`src/rtl/fb_bank_manager_pkg.sv`:
```
// Shared types and defaults for the frame buffer bank manager.
package fbPackage;

    typedef enum logic [1:0] {
        FREE,
        WRITING,
        READY,
        READING
    } bank_state_t;

    localparam int NUM_BANKS_DEF   = 3;
    localparam int FRAME_WORDS_DEF = 10752;

endpackage

```
`src/rtl/fb_bank_alloc.sv`:
```
// Bank ownership tracker: decides which bank the writer fills and which bank scanout reads.
module fb_bank_alloc
    import fbPackage::*;
#(
    parameter int NUM_BANKS = NUM_BANKS_DEF,
    localparam int BANK_W = $clog2(NUM_BANKS)
) (
    input  logic              clk,
    input  logic              rst,
    input  logic              promote,
    input  logic              swap,
    output logic [BANK_W-1:0] wr_bank,
    output logic [BANK_W-1:0] rd_bank,
    output logic [BANK_W-1:0] rd_bank_nxt,
    output logic              blocked,
    output logic              dropped,
    output logic              repeated
);

    bank_state_t       state_q [NUM_BANKS];
    bank_state_t       state_d [NUM_BANKS];
    logic [BANK_W-1:0] wr_bank_nxt;
    logic              blocked_nxt;
    logic              ready_a, free_a, ready_b;
    logic [BANK_W-1:0] ready_a_idx, free_idx, ready_b_idx;

    always_comb begin
        state_d     = state_q;
        wr_bank_nxt = wr_bank;
        rd_bank_nxt = rd_bank;
        blocked_nxt = blocked;
        dropped     = 1'b0;
        repeated    = 1'b0;
        ready_a     = 1'b0;
        ready_a_idx = '0;
        free_a      = 1'b0;
        free_idx    = '0;
        ready_b     = 1'b0;
        ready_b_idx = '0;

        for (int unsigned i = 0; i < NUM_BANKS; i++) begin
            if (!ready_a && state_q[i] == READY) begin
                ready_a     = 1'b1;
                ready_a_idx = BANK_W'(i);
            end
            if (!free_a && state_q[i] == FREE) begin
                free_a   = 1'b1;
                free_idx = BANK_W'(i);
            end
        end

        if (promote) begin
            state_d[wr_bank] = READY;
            if (ready_a) begin
                state_d[ready_a_idx] = WRITING;
                wr_bank_nxt          = ready_a_idx;
                dropped              = 1'b1;
            end else if (free_a) begin
                state_d[free_idx] = WRITING;
                wr_bank_nxt       = free_idx;
            end else begin
                blocked_nxt = 1'b1;
            end
        end

        // Reader sees the post-promotion view so a frame finishing this cycle is taken at once.
        for (int unsigned i = 0; i < NUM_BANKS; i++) begin
            if (!ready_b && state_d[i] == READY) begin
                ready_b     = 1'b1;
                ready_b_idx = BANK_W'(i);
            end
        end

        if (swap) begin
            if (ready_b) begin
                state_d[rd_bank]     = FREE;
                state_d[ready_b_idx] = READING;
                rd_bank_nxt          = ready_b_idx;
                if (blocked_nxt) begin
                    state_d[rd_bank] = WRITING;
                    wr_bank_nxt      = rd_bank;
                    blocked_nxt      = 1'b0;
                end
            end else begin
                repeated = 1'b1;
            end
        end
    end

    always_ff @(posedge clk) begin
        if (rst) begin
            for (int unsigned i = 0; i < NUM_BANKS; i++) begin
                if (i == 0)
                    state_q[i] <= WRITING;
                else if (i == NUM_BANKS - 1)
                    state_q[i] <= READING;
                else
                    state_q[i] <= FREE;
            end
            wr_bank <= '0;
            rd_bank <= BANK_W'(NUM_BANKS - 1);
            blocked <= 1'b0;
        end else begin
            state_q <= state_d;
            wr_bank <= wr_bank_nxt;
            rd_bank <= rd_bank_nxt;
            blocked <= blocked_nxt;
        end
    end

endmodule

```
`src/rtl/fb_bank_manager.sv`:
```
// N-bank capture/scanout frame buffer manager: routes whole frames between the writer and the reader.
module fb_bank_manager
    import fbPackage::*;
#(
    parameter int NUM_BANKS   = NUM_BANKS_DEF,
    parameter int ADDR_W      = 14,
    parameter int DATA_W      = 36,
    parameter int FRAME_WORDS = FRAME_WORDS_DEF,
    parameter int CNT_W       = 16,
    localparam int BANK_W = $clog2(NUM_BANKS)
) (
    input  logic                     clk,
    input  logic                     rst,
    input  logic                     wr_sof,
    input  logic                     wr_eof,
    input  logic                     wr_we,
    input  logic [ADDR_W-1:0]        wr_addr,
    input  logic [DATA_W-1:0]        wr_data,
    input  logic                     rd_sof,
    input  logic [ADDR_W-1:0]        rd_addr,
    output logic                     mem_we,
    output logic [BANK_W+ADDR_W-1:0] mem_waddr,
    output logic [DATA_W-1:0]        mem_wdata,
    output logic [BANK_W+ADDR_W-1:0] mem_raddr,
    output logic [BANK_W-1:0]        wr_bank,
    output logic [BANK_W-1:0]        rd_bank,
    output logic                     frame_dropped,
    output logic                     frame_repeated,
    output logic                     frame_short,
    output logic                     addr_err,
    output logic [CNT_W-1:0]         frames_done
);

    localparam int WC_W = ADDR_W + 1;

    logic              in_frame, frame_live;
    logic [WC_W-1:0]   wcnt, cnt_base, cnt_eff;
    logic              fr_active, fr_live, addr_ok, wr_ok, full;
    logic              eof_hit, promote, eof_short, eof_drop, sof_short;
    logic              blocked, alloc_dropped, alloc_repeated;
    logic [BANK_W-1:0] rd_bank_nxt;

    fb_bank_alloc #(.NUM_BANKS(NUM_BANKS)) u_alloc (
        .clk         (clk),
        .rst         (rst),
        .promote     (promote),
        .swap        (rd_sof),
        .wr_bank     (wr_bank),
        .rd_bank     (rd_bank),
        .rd_bank_nxt (rd_bank_nxt),
        .blocked     (blocked),
        .dropped     (alloc_dropped),
        .repeated    (alloc_repeated)
    );

    // A frame started while blocked stays unwritable even if the reader frees a bank mid-frame.
    always_comb begin
        fr_active = wr_sof | in_frame;
        fr_live   = wr_sof ? !blocked : frame_live;
        addr_ok   = {1'b0, wr_addr} < WC_W'(FRAME_WORDS);
        wr_ok     = fr_active & fr_live & wr_we & addr_ok;
        cnt_base  = wr_sof ? '0 : wcnt;
        cnt_eff   = cnt_base + WC_W'(wr_ok);
        full      = cnt_eff == WC_W'(FRAME_WORDS);
        eof_hit   = wr_eof & in_frame & !wr_sof;
        promote   = eof_hit & frame_live & full;
        eof_short = eof_hit & frame_live & !full;
        eof_drop  = eof_hit & !frame_live;
        sof_short = wr_sof & in_frame & frame_live;
    end

    always_ff @(posedge clk) begin
        if (rst) begin
            in_frame       <= 1'b0;
            frame_live     <= 1'b0;
            wcnt           <= '0;
            mem_we         <= 1'b0;
            mem_waddr      <= '0;
            mem_wdata      <= '0;
            mem_raddr      <= '0;
            frame_dropped  <= 1'b0;
            frame_repeated <= 1'b0;
            frame_short    <= 1'b0;
            addr_err       <= 1'b0;
            frames_done    <= '0;
        end else begin
            mem_we         <= wr_ok;
            mem_waddr      <= {wr_bank, wr_addr};
            mem_wdata      <= wr_data;
            mem_raddr      <= {rd_bank_nxt, rd_addr};
            frame_dropped  <= alloc_dropped | eof_drop;
            frame_repeated <= alloc_repeated;
            frame_short    <= eof_short | sof_short;
            if (fr_active && wr_we && !addr_ok)
                addr_err <= 1'b1;
            if (promote)
                frames_done <= frames_done + CNT_W'(1);
            if (wr_sof) begin
                in_frame   <= 1'b1;
                frame_live <= !blocked;
                wcnt       <= cnt_eff;
            end else if (eof_hit) begin
                in_frame   <= 1'b0;
                frame_live <= 1'b0;
                wcnt       <= '0;
            end else begin
                wcnt       <= cnt_eff;
            end
        end
    end

endmodule
```
`config.mk`:
```
export PLATFORM = sky130hd
export DESIGN_NAME = fb_bank_manager
export DESIGN_NICKNAME = d
export VERILOG_FILES = /design/src/rtl/fb_bank_manager_pkg.sv /design/src/rtl/fb_bank_alloc.sv /design/src/rtl/fb_bank_manager.sv
export SDC_FILE = /design/constraint.sdc
export NUM_CORES = 1
export LEC_CHECK = 0
export BUFFER_PORTS_ARGS = -buffer_cell sky130_fd_sc_hd__buf_2
export CORE_MARGIN = 3
export CORE_UTILIZATION = 46
export CTS_BUF_LIST = sky130_fd_sc_hd__clkbuf_4
export DETAILED_ROUTE_END_ITERATION = 6
export HOLD_SLACK_MARGIN = 0.12
export PLACE_DENSITY_LB_ADDON = 0.3
export SLEW_MARGIN = 20
export SYNTH_ARGS = -nofsm -noshare
export SYNTH_HDL_FRONTEND = slang
export SYNTH_SLANG_ARGS = --single-unit
```
`constraint.sdc`:
```
create_clock -name clk -period 13.8 [get_ports clk]
set_input_delay 4.14 -clock clk [delete_from_list [all_inputs] [get_ports clk]]
set_output_delay 4.14 -clock clk [all_outputs]
set_load 0.02 [all_outputs]
```
Yosys cells after proc, flatten, opt, wreduce, memory -nomap -nowiden:

Index checks and enable logic that the tools add are counted.
W data, S select, Z words.

* register bits: 117
* bits in latches: 0
* bits in writable memories: 0
* memory bits (read-only): 0
* input bits: 70
* output and inout port bits: 93
* logic and storage cells: 156
* memories: 0

* add/sub/neg operators: 2
* $mul: 0
* div/mod/pow operators: 0
* magnitude comparators: 11
* equality and inequality tests: 7
* shift operators: 0
* muxes and demuxes: 54
* bitwise operators: 35
* reductions and logical operators: 29

Operators by type and width (count)
* $mux W15: 3
* $mux W6: 6
* $mux W2: 16
* $mux W1: 24
* $demux W2 S2: 5
* $add A16 B1 Y16 const B: 1
* $add A15 B1 Y15: 1
* $eq A15 B14 Y1 const B: 1
* $ge A3 B3 Y1 const B: 5
* $lt A3 B1 Y1 const B: 5
* $not A2 Y3: 5
* $lt A14 B14 Y1 const B: 1
* $logic_and A1 B1 Y1: 13
* $and A3 B3 Y3: 4
* $eq A2 B2 Y1 const B: 6
* $not A3 Y3: 4
* $or A3 B3 Y3: 4
* $and A1 B1 Y1: 11
* $logic_not A1 Y1: 11
* $and A6 B6 Y6: 1
* $logic_not A2 Y1: 3
* $not A6 Y6: 1
* $or A6 B6 Y6: 1
* $or A1 B1 Y1: 3
* 3 further kinds: 3

Longest topological paths before layout:

* depth in word-level cells: 36
* gate-level depth with buffers: 17
* gate-level depth less buffers: 14

Modules after synthesis:

A second synthesis with hierarchy kept.

* cells, all modules: 516
* area total of the unflattened synthesis: 4981.0 um^2

Modules (own cells, without submodules)
* fb_bank_manager: times used 1, cells an instance 413, area each 4124.0 um^2, sequential area each 2122.0 um^2
* fb_bank_alloc: times used 1, cells an instance 103, area each 857.1 um^2, sequential area each 220.2 um^2

Least setup slack after synthesis:

OpenSTA, ideal clock, no wires.

* path kind: input to register
* start point: in wr_sof
* end point: reg u_alloc.state_q[1] (netlist bit)
* library setup time: 0.123 ns
* arrival time: 7.472 ns
* required time: 13.677 ns
* path slack: 6.205 ns
* stages: 16
* buffers on the path: 3
* cells stage by stage: buf_2 clkbuf_1 nor2_1 o211a_1 ha_1 ha_1 buf_4 nand4_1 nor4_2 mux2i_1 o21a_1 a31oi_1 a21oi_4 o31a_2 a211oi_2 a311o_2

* cells in the longest elaborated chain, start to end: 26
* elaborated cells on any way between the ends: 38
* classes of those cells: add/sub: 1; order compare: 2; eq/ne: 4; mux: 14; bitwise: 11; reduce/logical: 6

Ends and longest elaborated chain
* start: declaration: RTL line fb_bank_manager.sv:14 `input logic wr_sof,`
* $or A1 B1 Y1 or $mux W1 (tied branches): RTL line fb_bank_manager.sv:58, fb_bank_manager.sv:59
* $and A1 B1 Y1 (*) (3 in a row): RTL line fb_bank_manager.sv:61 `wr_ok = fr_active & fr_live & wr_we & addr_ok;`
* net wr_ok: RTL line fb_bank_manager.sv:38 `logic fr_active, fr_live, addr_ok, wr_ok, full;`
* $add A15 B1 Y15 (*): RTL line fb_bank_manager.sv:63 `cnt_eff = cnt_base + WC_W'(wr_ok);`
* $eq A15 B14 Y1 (*): RTL line fb_bank_manager.sv:64 `full = cnt_eff == WC_W'(FRAME_WORDS);`
* $and A1 B1 Y1 (*): RTL line fb_bank_manager.sv:66 `promote = eof_hit & frame_live & full;`
* $mux W6: RTL line fb_bank_alloc.sv:52 `if (promote) begin`
* $eq A2 B2 Y1: RTL line fb_bank_alloc.sv:68 `if (!ready_b && state_d[i] == READY) begin`
* [9 not listed]
* $logic_and A1 B1 Y1 (implied by the code): RTL line fb_bank_alloc.sv:77 `state_d[ready_b_idx] = READING;`
* $mux W2 (implied by the code): RTL line fb_bank_alloc.sv:77
* $demux W2 S2: RTL line fb_bank_alloc.sv:77
* $or A6 B6 Y6 (no line)
* $and A3 B3 Y3 (no line)
* $mux W6: RTL line fb_bank_alloc.sv:79 `if (blocked_nxt) begin`
* $mux W6: RTL line fb_bank_alloc.sv:75 `if (ready_b) begin`
* $mux W6 (*): RTL line fb_bank_alloc.sv:74 `if (swap) begin`
* end signal: assignment: RTL line fb_bank_alloc.sv:104 `state_q <= state_d;`
* end: declaration: RTL line fb_bank_alloc.sv:20 `bank_state_t state_q [NUM_BANKS];`

Mark *: on every way through the listed nets, which the timed path passes. The rest lies on a longest branch.
A chain may end at the register's enable or synchronous reset.

Final worst setup path:

* start point: in wr_addr[10]
* end point: reg u_alloc.state_q[5] (netlist bit)

* cells in the longest elaborated chain, start to end: 24
* elaborated cells on any way between the ends: 31
* classes of those cells: add/sub: 1; order compare: 3; eq/ne: 4; mux: 12; bitwise: 6; reduce/logical: 5

Ends and longest elaborated chain
* start: declaration: RTL line fb_bank_manager.sv:17 `input logic [ADDR_W-1:0] wr_addr,`
* $lt A14 B14 Y1 (*): RTL line fb_bank_manager.sv:60 `addr_ok = {1'b0, wr_addr} < WC_W'(FRAME_WORDS);`
* $and A1 B1 Y1 (*): RTL line fb_bank_manager.sv:61
* net wr_ok: RTL line fb_bank_manager.sv:38
* $add A15 B1 Y15 (*): RTL line fb_bank_manager.sv:63
* $eq A15 B14 Y1 (*): RTL line fb_bank_manager.sv:64
* $and A1 B1 Y1 (*): RTL line fb_bank_manager.sv:66
* $mux W6: RTL line fb_bank_alloc.sv:52
* $eq A2 B2 Y1: RTL line fb_bank_alloc.sv:68
* [9 not listed]
* $logic_and A1 B1 Y1 (implied by the code): RTL line fb_bank_alloc.sv:77
* $mux W2 (implied by the code): RTL line fb_bank_alloc.sv:77
* $demux W2 S2: RTL line fb_bank_alloc.sv:77
* $or A6 B6 Y6 (no line)
* $and A3 B3 Y3 (no line)
* $mux W6: RTL line fb_bank_alloc.sv:79
* $mux W6: RTL line fb_bank_alloc.sv:75
* $mux W6 (*): RTL line fb_bank_alloc.sv:74

Marks and branches as above.

==> out/metrics.cfg <==
[synth]
synth_top_area_share_pct=50.2
syn-instance-count=479
synth_nets=552
synth_area_mm2=0.00462
synth_edf_count=0
synthArstFlopShare_pct=0
synth.yosys.seq_area_share_pct=50.2
yosysUniqueCellTypes=64
synth_xor_area_share_pct=4.55
synth_area_per_cell_um2=9.65
synthAdderAreaFrac_pct=0.812
yosysTopAreaCell=dfxtp_1
synth_area_leaders=dfxtp_1 (50%), nor2b_1 (10%), nor2_1 (3.8%)
ys.flop_type=dfxtp_1
synth_top_family_by_area=simple AND/OR/NAND/NOR gates
synth-simple-area-share_pct=28.0
synth_mux_area_share_pct=0.433
ys_warn_count=0
synth-compound-area-share_pct=12.7
yosys_register_bits=116

[floorplan]
ios=163
die_x_um=106
die_area_mm2=0.0113
die_h_um=106
placementRows=35
core-area_mm2=0.00950
initial_core_util_pct=48.7

[setup_path]
worst_setup_path_start_kind=input port
crit_chain=buf_2 -> o21a_1 -> o21ai_0 -> o211a_1 -> ha_1 -> ha_1 -> nand4_1 -> nor4_2 -> mux2i_1 -> o211ai_2 -> nor2_4 -> a21oi_4 -> o31ai_4 -> a21oi_1 -> a211oi_1
cp-end-kind=flop
required_ns=14.19
crit_path_frequent_cell=ha_1
reg2reg_slack_ns=9.60
cp_top_family=compound AO/OA/AOI/OAI gates
crit_buf_inv=1
crit_type=in -> reg
crit_path_max_incr_delay_ns=0.41
critPathSlowestCell=mux2i_1
path_max_fanout=16
crit_arrival_ns=8.20

[clock_network]
clkSinkCount=116
cts_tree=yes
cts_max_level=4
cts_buffers=17
post_cts_buffers=0
cts.path.max_buffers=2
hold_buffers=0
clk-insertion-delay-late_ns=0.49
cts_resized=0
clockRootBuffer=clkbuf_4
clk_pin_slew_ns=0.12

[placed_design]
place_hpwl_mm=7.98
dp.cells=748
portBuffers=162
gp_congestion=0.916

[pwr]
ir_drop_mv=0.0699
power.leakage_nw=2.51
power.density_mw_per_mm2=112
finalPower_w=0.000647

[detailed_routing]
first_pass_iters=4
routed-via-count=3843
drcViolationCount=0
wire_per_inst_um=14.0
via_per_inst=4.93
first_iter_violations=195
routed_wl_mm=10.9
drtAntennaViolNets=0

[flow_run]
cap_viol_max_count=0

[finish]
num-fill-cells=814
seq_area_mm2=0.00232
drive_gt1_share_pct=34.0
final_cell_mix=buf_2 (161), dfxtp_1 (116), nor2b_1 (76)
postLayoutCoreUtil_pct=60.8
multi_input_area_mm2=0.00215
final_common_cell=buf_2
final_nets=711
diodes=0
syn2layout_area_growth_pct=25.0
final_cells=779

[sta]
hold_viol=0
slew_headroom_pct=32.4
period_minus_slack_ns=7.80
finalSetupViolations=0
skew_ns=0.0194
grt_setup_unrepaired=no
fin_crit_sh_pct=56.5
tightest_slew_ns=1.01
timing.fmax_ghz=0.128
slew_violations=0
whs_ns=0.496
tns_ns=0

[global_route]
first_global_vias=3619
overflow=0
grt_use_total_pct=18.6
antenna_found_initial=0
grt_first_pass_wirelength_mm=17.1
grt_max_degree=103

[status]
status=finished, final reports clean

[worst_hold_path]
hold_path.class=reg -> reg

-- cell families after synthesis --
group | count (synthesis)
mux | 2
flops | 116
compound gates | 75
xor+xnor | 24
simple gates | 224
buf+inv | 35
fa+ha+maj | 3
-- where the power goes --
group,internal (W),switching (W)
logic,0.0000215,0.0000316
registers,0.000346,0.00000307
clock network,0.000108,0.000137
-- flip-flops by register name, indices dropped and copies added (netlist names) --
register / count
mem_wdata: 36
frames_done: 16
mem_raddr: 16
wcnt: 15
addr_err: 1
in_frame: 1
mem_waddr: 16
u_alloc.wr_bank: 2
u_alloc.rd_bank: 1
u_alloc.blocked: 1
u_alloc.state_q: 6
frame_repeated: 1
mem_we: 1
frame_dropped: 1
frame_live: 1
frame_short: 1
-- layer usage --
layer | track usage (%) | wire, um
met1 | 22.4 | 4670
met2 | 32.4 | 5450
met3 | 5.46 | 632
met4 | 5.00 | 127
met5 | 0 | 0
-- stage by stage --
step	cell area, um^2	setup slack, ns
6_report	5780	6.00
5_1_grt	5780	5.63
4_1_cts	5780	6.08
3_5_place_dp	5500	5.56
3_3_place_gp	5500	5.62
2_1_floorplan	4620	6.21
-- Yosys cell counts (6+ instances only) --
cell type  number
a211oi_1        7
a21oi_1        22
and3_1          6
clkbuf_1       15
dfxtp_1       116
inv_1          13
nand2_1        26
nand3_1         7
nand4_1        10
nor2_1         47
nor2b_1        76
nor3_1         13
o21ai_0        11
or3_1           6
xnor2_1        16
xor2_1          8
-- final timing paths --
check,startpoint,to,cells after the start
hold reg to reg,addr_err$_SDFFE_PP0P_,addr_err$_SDFFE_PP0P_,2
hold / removal,addr_err$_SDFFE_PP0P_,addr_err$_SDFFE_PP0P_,2
setup reg to reg,in_frame$_SDFFE_PP0P_,u_alloc.state_q[5]$_SDFF_PP0_,14
setup / recovery,wr_addr[10],u_alloc.state_q[5]$_SDFF_PP0_,15
-- cell type report --
cell class / instances / share of cell area [%]
clock inverter: 14 / 2.68
clock buffer: 17 / 2.21
tap: 129 / 2.79
timing repair buffer: 162 / 14.1
inverter: 13 / 0.844
sequential: 116 / 40.2
multi-input combinational: 328 / 37.2
-- worst reg2reg max path, stage by stage, from the launching register on --
cell	delay (ns)
dfxtp_1	0.39
nand2_1	0.09
nor2_1	0.19
o211a_1	0.19
ha_1	0.27
ha_1	0.37
nand4_1	0.31
nor4_2	0.36
mux2i_1	0.41
o211ai_2	0.24
nor2_4	0.39
a21oi_4	0.17
o31ai_4	0.38
a21oi_1	0.11
a211oi_1	0.25
No activity file was read; power rests on OpenSTA's default activity.
